### src/rtl/gray_conv_pkg.sv
// Shared constants and the mode encoding for the Gray/binary conversion blocks.
package gray_conv_pkg;

   localparam int GRAY_W_DEFAULT = 4;

   typedef enum logic {
      MODE_G2B = 1'b0,
      MODE_B2G = 1'b1
   } mode_e;

endpackage : gray_conv_pkg

### src/rtl/gray2bin_comb.sv
// Unregistered Gray-to-binary conversion: each binary bit is the XOR of all
// Gray bits from the MSB down to that position.
module gray2bin_comb #(
   parameter int WIDTH = 4
) (
   input  logic [WIDTH-1:0] gray,
   output logic [WIDTH-1:0] bin
);

   logic acc;

   always_comb begin
      bin = '0;
      acc = 1'b0;
      for (int i = WIDTH - 1; i >= 0; i--) begin
         acc    = acc ^ gray[i];
         bin[i] = acc;
      end
   end

endmodule : gray2bin_comb

### src/rtl/gray_to_binary_converter.sv
// Registered Gray<->binary converter, direction chosen per sample by mode,
// one-cycle latency with a valid flag. WIDTH is intended for 2..32.
module gray_to_binary_converter
   import gray_conv_pkg::*;
#(
   parameter int WIDTH = GRAY_W_DEFAULT
) (
   input  logic             clk,
   input  logic             rst_n,
   input  logic [WIDTH-1:0] gray,
   input  logic             mode,
   input  logic             in_valid,
   output logic [WIDTH-1:0] bin,
   output logic             out_valid
);

   logic [WIDTH-1:0] g2b_result;
   logic [WIDTH-1:0] b2g_result;
   logic [WIDTH-1:0] conv_result;
   mode_e            mode_sel;

   gray2bin_comb #(
      .WIDTH(WIDTH)
   ) u_gray2bin (
      .gray(gray),
      .bin (g2b_result)
   );

   assign b2g_result  = gray ^ (gray >> 1);
   assign mode_sel    = mode_e'(mode);
   assign conv_result = (mode_sel == MODE_B2G) ? b2g_result : g2b_result;

   // bin keeps its last result across idle cycles; only out_valid drops.
   always_ff @(posedge clk or negedge rst_n) begin
      if (!rst_n) begin
         bin       <= '0;
         out_valid <= 1'b0;
      end else begin
         out_valid <= in_valid;
         if (in_valid) begin
            bin <= conv_result;
         end
      end
   end

endmodule : gray_to_binary_converter

### config.mk
export PLATFORM = sky130hd
export DESIGN_NAME = gray_to_binary_converter
export DESIGN_NICKNAME = d
export VERILOG_FILES = /design/src/rtl/gray_conv_pkg.sv /design/src/rtl/gray2bin_comb.sv /design/src/rtl/gray_to_binary_converter.sv
export SDC_FILE = /design/constraint.sdc
export NUM_CORES = 1
export LEC_CHECK = 0
export ABC_AREA = 1
export BUFFER_PORTS_ARGS = -buffer_cell sky130_fd_sc_hd__buf_2
export CAP_MARGIN = 20
export CORE_AREA = 2 2 39 41
export CTS_CLUSTER_DIAMETER = 120
export CTS_CLUSTER_SIZE = 12
export DETAILED_ROUTE_END_ITERATION = 7
export DIE_AREA = 0 0 41 43
export SLEW_MARGIN = 10
export SYNTH_ARGS = -nofsm -noshare
export SYNTH_HDL_FRONTEND = slang
export SYNTH_SLANG_ARGS = --single-unit
### constraint.sdc
create_clock -name clk -period 0.83 [get_ports clk]
set_input_delay 0.166 -clock clk [delete_from_list [all_inputs] [get_ports clk]]
set_output_delay 0.166 -clock clk [all_outputs]
set_load 0.03 [all_outputs]
==> key figures, run 1 <==
Run status
  • Status: finished with violations
  • Failing checks: negative setup slack

Synth
  • Post-synth net total: 41
  • Synth Register Bits: 5
  • Synth area leaders: dfrtp_1 50%, nand2_1 21%, nand3_1 10%, inv_1 7.5%, xnor2_1 3.5%
  • Synth async-reset ratio: 1.000
  • Top_reg_cell synth: dfrtp_1
  • Post-synth top area cell: dfrtp_1
  • Seq/Total Area, Yosys: 0.5000
  • Post-synth EDFFs: 0
  • Top cell type's share of synthesized area: 0.5000
  • Synth warn: 0
  • Distinct cells, synth: 8
  • Commonest cells in the netlist: 14 x nand2_1, 5 x dfrtp_1, 5 x inv_1, 5 x nand3_1
  • Synth Instances: 33
  • Mapped cell area: 250.2 um2
  • Most frequent cell after synthesis: nand2_1
  • Mean post-synth cell area: 7.583 um2

Global route
  • GRT overflow: 0
  • Global-route wire length before repair: around 900 um
  • Largest net degree at the start of global routing: 6
  • Initial antenna violation count: 0
  • Total global-route track usage: 0.08451
  • Number of global-route vias before repair: 244

Clock tree
  • H-tree level count: 1
  • CTS tree: done
  • Number of clock sinks: 5
  • Clk pin slew, worst setup/hold paths: 40 ps
  • CTS root buffer: clkbuf_4
  • Clk buf depth: 2
  • TritonCTS buffer count: 3
  • Clk Latency, worst-skew pair: around 240 ps

Power and ir drop
  • Power density over cell area: 1818 nW/um2
  • Max IR drop VDD: 0.4214 mV
  • Leak: ~0.25 nW

STA
  • Final Critical Period: roughly 930 ps
  • Final hold vios: 0
  • Slew margin rel.: 0.8993
  • Minimum hold slack: 98.72 ps
  • Max-slew violations: 0
  • Final period util: 1.123
  • Sum Neg Setup Slack: -434.8 ps
  • Final WS setup: -102.0 ps
  • Worst-Margin Slew: around 150 ps
  • FMAX: ~1.1 GHz
  • Skew final: 0 ps
  • Final setup fails: 5
  • Unrepaired setup endpoints after global routing: true

Route
  • Final WL: 564 um
  • # DRC: 0
  • 1st-pass router iterations: 4
  • Starting DRC count in detailed routing: 8
  • Top routing layer used: met4
  • Metal2 WL: 281 um
  • Via count: 269
  • Vias/cell: 3.789
  • Wl on met1: 221 um
  • Average routed wire per standard cell: 7.944 um
  • Final ANT Viol Nets: 0
  • Met3 Routed Length: 41 um

Hold path
  • Min-Delay Path Class: input pin to register

Critical path
  • Max stage delay on crit path: between 300 and 400 ps
  • Worst setup EP type: primary output
  • CP cell instances: buf_6
  • CP Launch Type: register
  • CP max FO: 2
  • Crit-path leading delay family: flip-flops
  • Slowest cell on the critical path: dfrtp_1
  • Req. time, crit path: 660 ps
  • Setup CP Type: register to primary output
  • CP Buf/Inv Count: 1
  • Crit path DAT: slightly below 800 ps

Floorplan
  • Cell row count: 14
  • Die X-Extent: 41 um
  • Core area: 1384 um2
  • Die height: 43 um
  • Ports: 13
  • Initial Util: 0.1808
  • Die area: approximately 1800 um2

Placement
  • Routability congestion estimate from global placement: 0.7605
  • IO Port Bufs: 12
  • Post-Place Cells: 61
  • DP Worst Slack: approximately 7.7 ps

Cells and area
  • Area growth from synthesis to layout: 76.50%
  • Nets: 64
  • Post-layout util: 0.3192
  • Finished Layout Cells: 71
  • Share of post-route cells with drive strength above 1: 0.3818
  • Fill cells: 152
  • # diodes: 0

Run
  • Max-cap violations: 0
==> metal layers <==
metal | global-route usage | up-vias
met1 | 0.08738 | 111
met3 | 0 | 2
li1 | - | 144
met2 | 0.1125 | 12
met5 | 0 | -
met4 | 0.1400 | 0
==> timing repair <==
action                                 in CTS  in global routing
resized for setup                          10                  2
buffers inserted                            4                  1
pin swaps                                   0                  1
hold buffers                                1                  0
endpoints found under the hold margin       5                  0
setup endpoints to repair                   5                  5
==> logic make-up (layout without fill, tap and decap cells) <==
logic type,Yosys count,in the layout,share of synthesized area
AND/OR/NAND/NOR,20,20,0.3350
flip-flops,5,5,0.5000
buffers and inverters,5,27,0.07501
XOR/XNOR,2,2,0.07001
AO/OA/AOI/OAI,1,1,0.01998
==> path summary, 6_finish.rpt <==
check	startpoint	to	slack, ps	cells after the start
max	bin[0]	bin[0]	-100	1
min	in_valid	out_valid	100	1
max reg2reg	bin[1]	bin[1]	20	4
min reg2reg	bin[2]	bin[2]	580	3
max in group asynchronous	rst_n	out_valid	430	2
min in group asynchronous	rst_n	bin[1]	270	2
==> flip-flops by register name, summed over array words and instances, names as in the netlist <==
register,count
out_valid,1
bin,4
==> stage by stage <==
step / cell area, um2 / power (mW)
6_report: 441.7 / 0.8030
5_1_grt: 441.7 / 0.8589
4_1_cts: 427.9 / 0.8095
3_5_place_dp: 330.3 / 0.4519
3_3_place_gp: 330.3 / 0.4496
2_1_floorplan: 250.2 / 0.3871
==> report_power, final <==
group | total, mW | internal (mW) | switching (mW)
Sequential | 0.286 | 0.270 | 0.0159
Combinational | 0.246 | 0.125 | 0.121
Clock | 0.272 | 0.181 | 0.0905
Total | 0.803 | 0.576 | 0.228
==> placed cells by master (no fill, tap or decap) <==
cell type	instances
and2_1	1
buf_2	7
buf_4	4
buf_6	6
clkbuf_1	1
clkbuf_4	3
dfrtp_1	5
dlygate4sd3_1	1
inv_1	5
nand2_1	13
nand2_2	1
nand3_1	5
o21ai_0	1
xnor2_1	1
xor2_1	1
==> layout make-up <==
class                      count  area (um2)  share of cell area
timing repair buffer          18       142.6              0.3229
clock buffer                   4       26.28             0.05949
inverter                       5       18.77             0.04249
multi-input combinational     23       108.9              0.2465
tap                           16       20.02             0.04533
sequential                     5       125.1              0.2833
No activity file was read; power rests on OpenSTA's default activity.
==> run 2, diff against run 1 <==
--- a/config.mk
+++ b/config.mk
@@ -13,7 +13,9 @@
 export CTS_CLUSTER_SIZE = 12
 export DETAILED_ROUTE_END_ITERATION = 7
 export DIE_AREA = 0 0 41 43
+export GPL_ROUTABILITY_DRIVEN = 0
 export SLEW_MARGIN = 10
 export SYNTH_ARGS = -nofsm -noshare
 export SYNTH_HDL_FRONTEND = slang
+export SYNTH_HIERARCHICAL = 1
 export SYNTH_SLANG_ARGS = --single-unit
==> key figures, run 2 <==
Run status
  • Status: finished with violations
  • Failing checks: negative setup slack

Critical path
  • Req. time, crit path: about 660 ps
  • Flop2flop setup slack: 0 ps
  • CP max FO: 2
  • Setup CP Type: register to primary output
  • Worst setup EP type: primary output
  • Crit path DAT: 770 ps
  • Crit-path leading delay family: flip-flops
  • CP cell instances: buf_6
  • CP Launch Type: register
  • CP Buf/Inv Count: 1
  • Slowest cell on the critical path: dfrtp_1
  • Max stage delay on crit path: 380 ps

Clock tree
  • Clk pin slew, worst setup/hold paths: roughly 50 ps
  • CTS tree: done
  • Clk buf depth: 2
  • TritonCTS buffer count: 3
  • H-tree level count: 1
  • Number of clock sinks: 5
  • Clk Latency, worst-skew pair: 240 ps
  • CTS root buffer: clkbuf_4

Synth
  • Distinct cells, synth: 10
  • Post-synth top area cell: dfrtp_1
  • Commonest cells in the netlist: 23 x nand2_1, 10 x inv_1, 7 x nor2_1
  • Synth Instances: 59
  • Synth area leaders: dfrtp_1 34%, nand2_1 24%, inv_1 10%, nand3_1 8.2%, nand3_2 8.2%
  • Most frequent cell after synthesis: nand2_1
  • Post-synth EDFFs: 0
  • Mapped cell area: ~370 um2
  • Mean post-synth cell area: approximately 6.2 um2
  • Top_reg_cell synth: dfrtp_1
  • Synth async-reset ratio: 1.000
  • Synth Register Bits: 5
  • Seq/Total Area, Yosys: 0.3425
  • Post-synth net total: 67
  • Synth warn: 6
  • Top cell type's share of synthesized area: 0.3425

STA
  • Worst-Margin Slew: 211.0 ps
  • Final Critical Period: a little over 900 ps
  • Minimum hold slack: 61.09 ps
  • FMAX: between 1 and 1.5 GHz
  • Max-slew violations: 0
  • Unrepaired setup endpoints after global routing: true
  • Skew final: 0 ps
  • Final setup fails: 5
  • Final period util: 1.125
  • Final hold vios: 0
  • Sum Neg Setup Slack: -464.5 ps
  • Slew margin rel.: 0.8592
  • Final WS setup: -103.3 ps

Placement
  • HPWL after DPL: 633.6 um
  • IO Port Bufs: 12

Route
  • Final ANT Viol Nets: 0
  • Average routed wire per standard cell: roughly 8.2 um
  • Final WL: ~800 um
  • Via count: 399
  • 1st-pass router iterations: 3
  • # DRC: 0
  • Vias/cell: ~4.1
  • Starting DRC count in detailed routing: 2

Cells and area
  • Multi-input gate area: 215.2 um2
  • Most frequent cells in the layout: 18 x nand2_1, 9 x buf_4, 7 x inv_1, 7 x nor2_1, 7 x buf_6
  • FF/Latch Area: 125.1 um2
  • # diodes: 0
  • Max reg flops: 4
  • Share of post-route cells with drive strength above 1: 0.4390
  • Nets: 91
  • Largest regs: bin: 4 flops, out_valid: 1 flops
  • Most common cell after layout, fill and taps aside: nand2_1
  • Area growth from synthesis to layout: 71.23%
  • Reg with most FFs: bin
  • Fill cells: between 100 and 150

Floorplan
  • Die area: about 1800 um2
  • Core area: 1384 um2
  • Die height: 43 um
  • Initial Util: 0.2640
  • Die X-Extent: between 40 and 50 um
  • Cell row count: 14
  • Ports: 13

Power and ir drop
  • Max IR drop VDD: roughly 0.42 mV
  • Leak: 0.3616 nW
  • Power density over cell area: 1450 nW/um2

Global route
  • Largest net degree at the start of global routing: 9
  • Global-route wire length before repair: about 1.5 mm
  • GRT overflow: 0
  • Initial antenna violation count: 0
  • Number of global-route vias before repair: 387
  • Total global-route track usage: 0.1211

Hold path
  • Min-Delay Path Class: input pin to register

Run
  • Max-cap violations: 0
## run 2: worst paths after layout
kind / from / to / cells after the start
max: bin[2] / bin[2] / 1
min: in_valid / out_valid / 1
max reg2reg: bin[3] / bin[3] / 4
min reg2reg: bin[0] / bin[0] / 3
max in group asynchronous: rst_n / bin[3] / 2
min in group asynchronous: rst_n / bin[1] / 2
## run 2: cell type report
type                       count  area share
multi-input combinational     41      0.3440
clock buffer                   4     0.04200
sequential                     5      0.2000
inverter                      10     0.09200
tap                           16     0.03200
timing repair buffer          22      0.2900
## run 2: power by group
part           total, mW  switching (mW)  internal (mW)
combinational      0.341           0.176          0.165
sequential         0.287          0.0165          0.270
clock              0.280          0.0979          0.182
## run 2: cells by family after synthesis
| kind of cell | Yosys count | synth area share |
|---|---|---|
| simple gates | 39 | 0.4726 |
| buf+inv | 13 | 0.1575 |
| compound gates | 2 | 0.02737 |
| flops | 5 | 0.3425 |
## run 2: routing by layer
layer / vias up / track usage / wire (um)
met5: - / 0 / 0
met4: 0 / 0.06000 / 0
met3: 0 / 0.03141 / 53
met2: 12 / 0.2031 / 414
met1: 166 / 0.1306 / 332
li1: 221 / - / -
## run 2: timing repair
| item | 4_1_cts | 5_1_grt |
|---|---|---|
| endpoints found under the setup margin | 5 | 7 |
| hold endpoints to repair | 5 | 0 |
| gates resized for setup | 10 | 8 |
| setup buffers | 4 | 1 |
| hold buffers | 1 | 0 |
## run 2: metrics by stage
stage | power [mW] | setup WS (ps) | instance area (um2) | utilization | std cells
after floorplan | 0.4561 | -40.32 | 412.9 | - | 59
after global placement | 0.5366 | -228.4 | 503.0 | 0.3635 | 88
after detailed placement | 0.5409 | -245.2 | 503.0 | 0.3635 | 88
after CTS | 0.8985 | -116.7 | 600.6 | 0.4340 | 97
after global routing | 0.9823 | -154.6 | 625.6 | 0.4521 | 98
final | 0.9073 | -103.3 | 625.6 | 0.4521 | 98
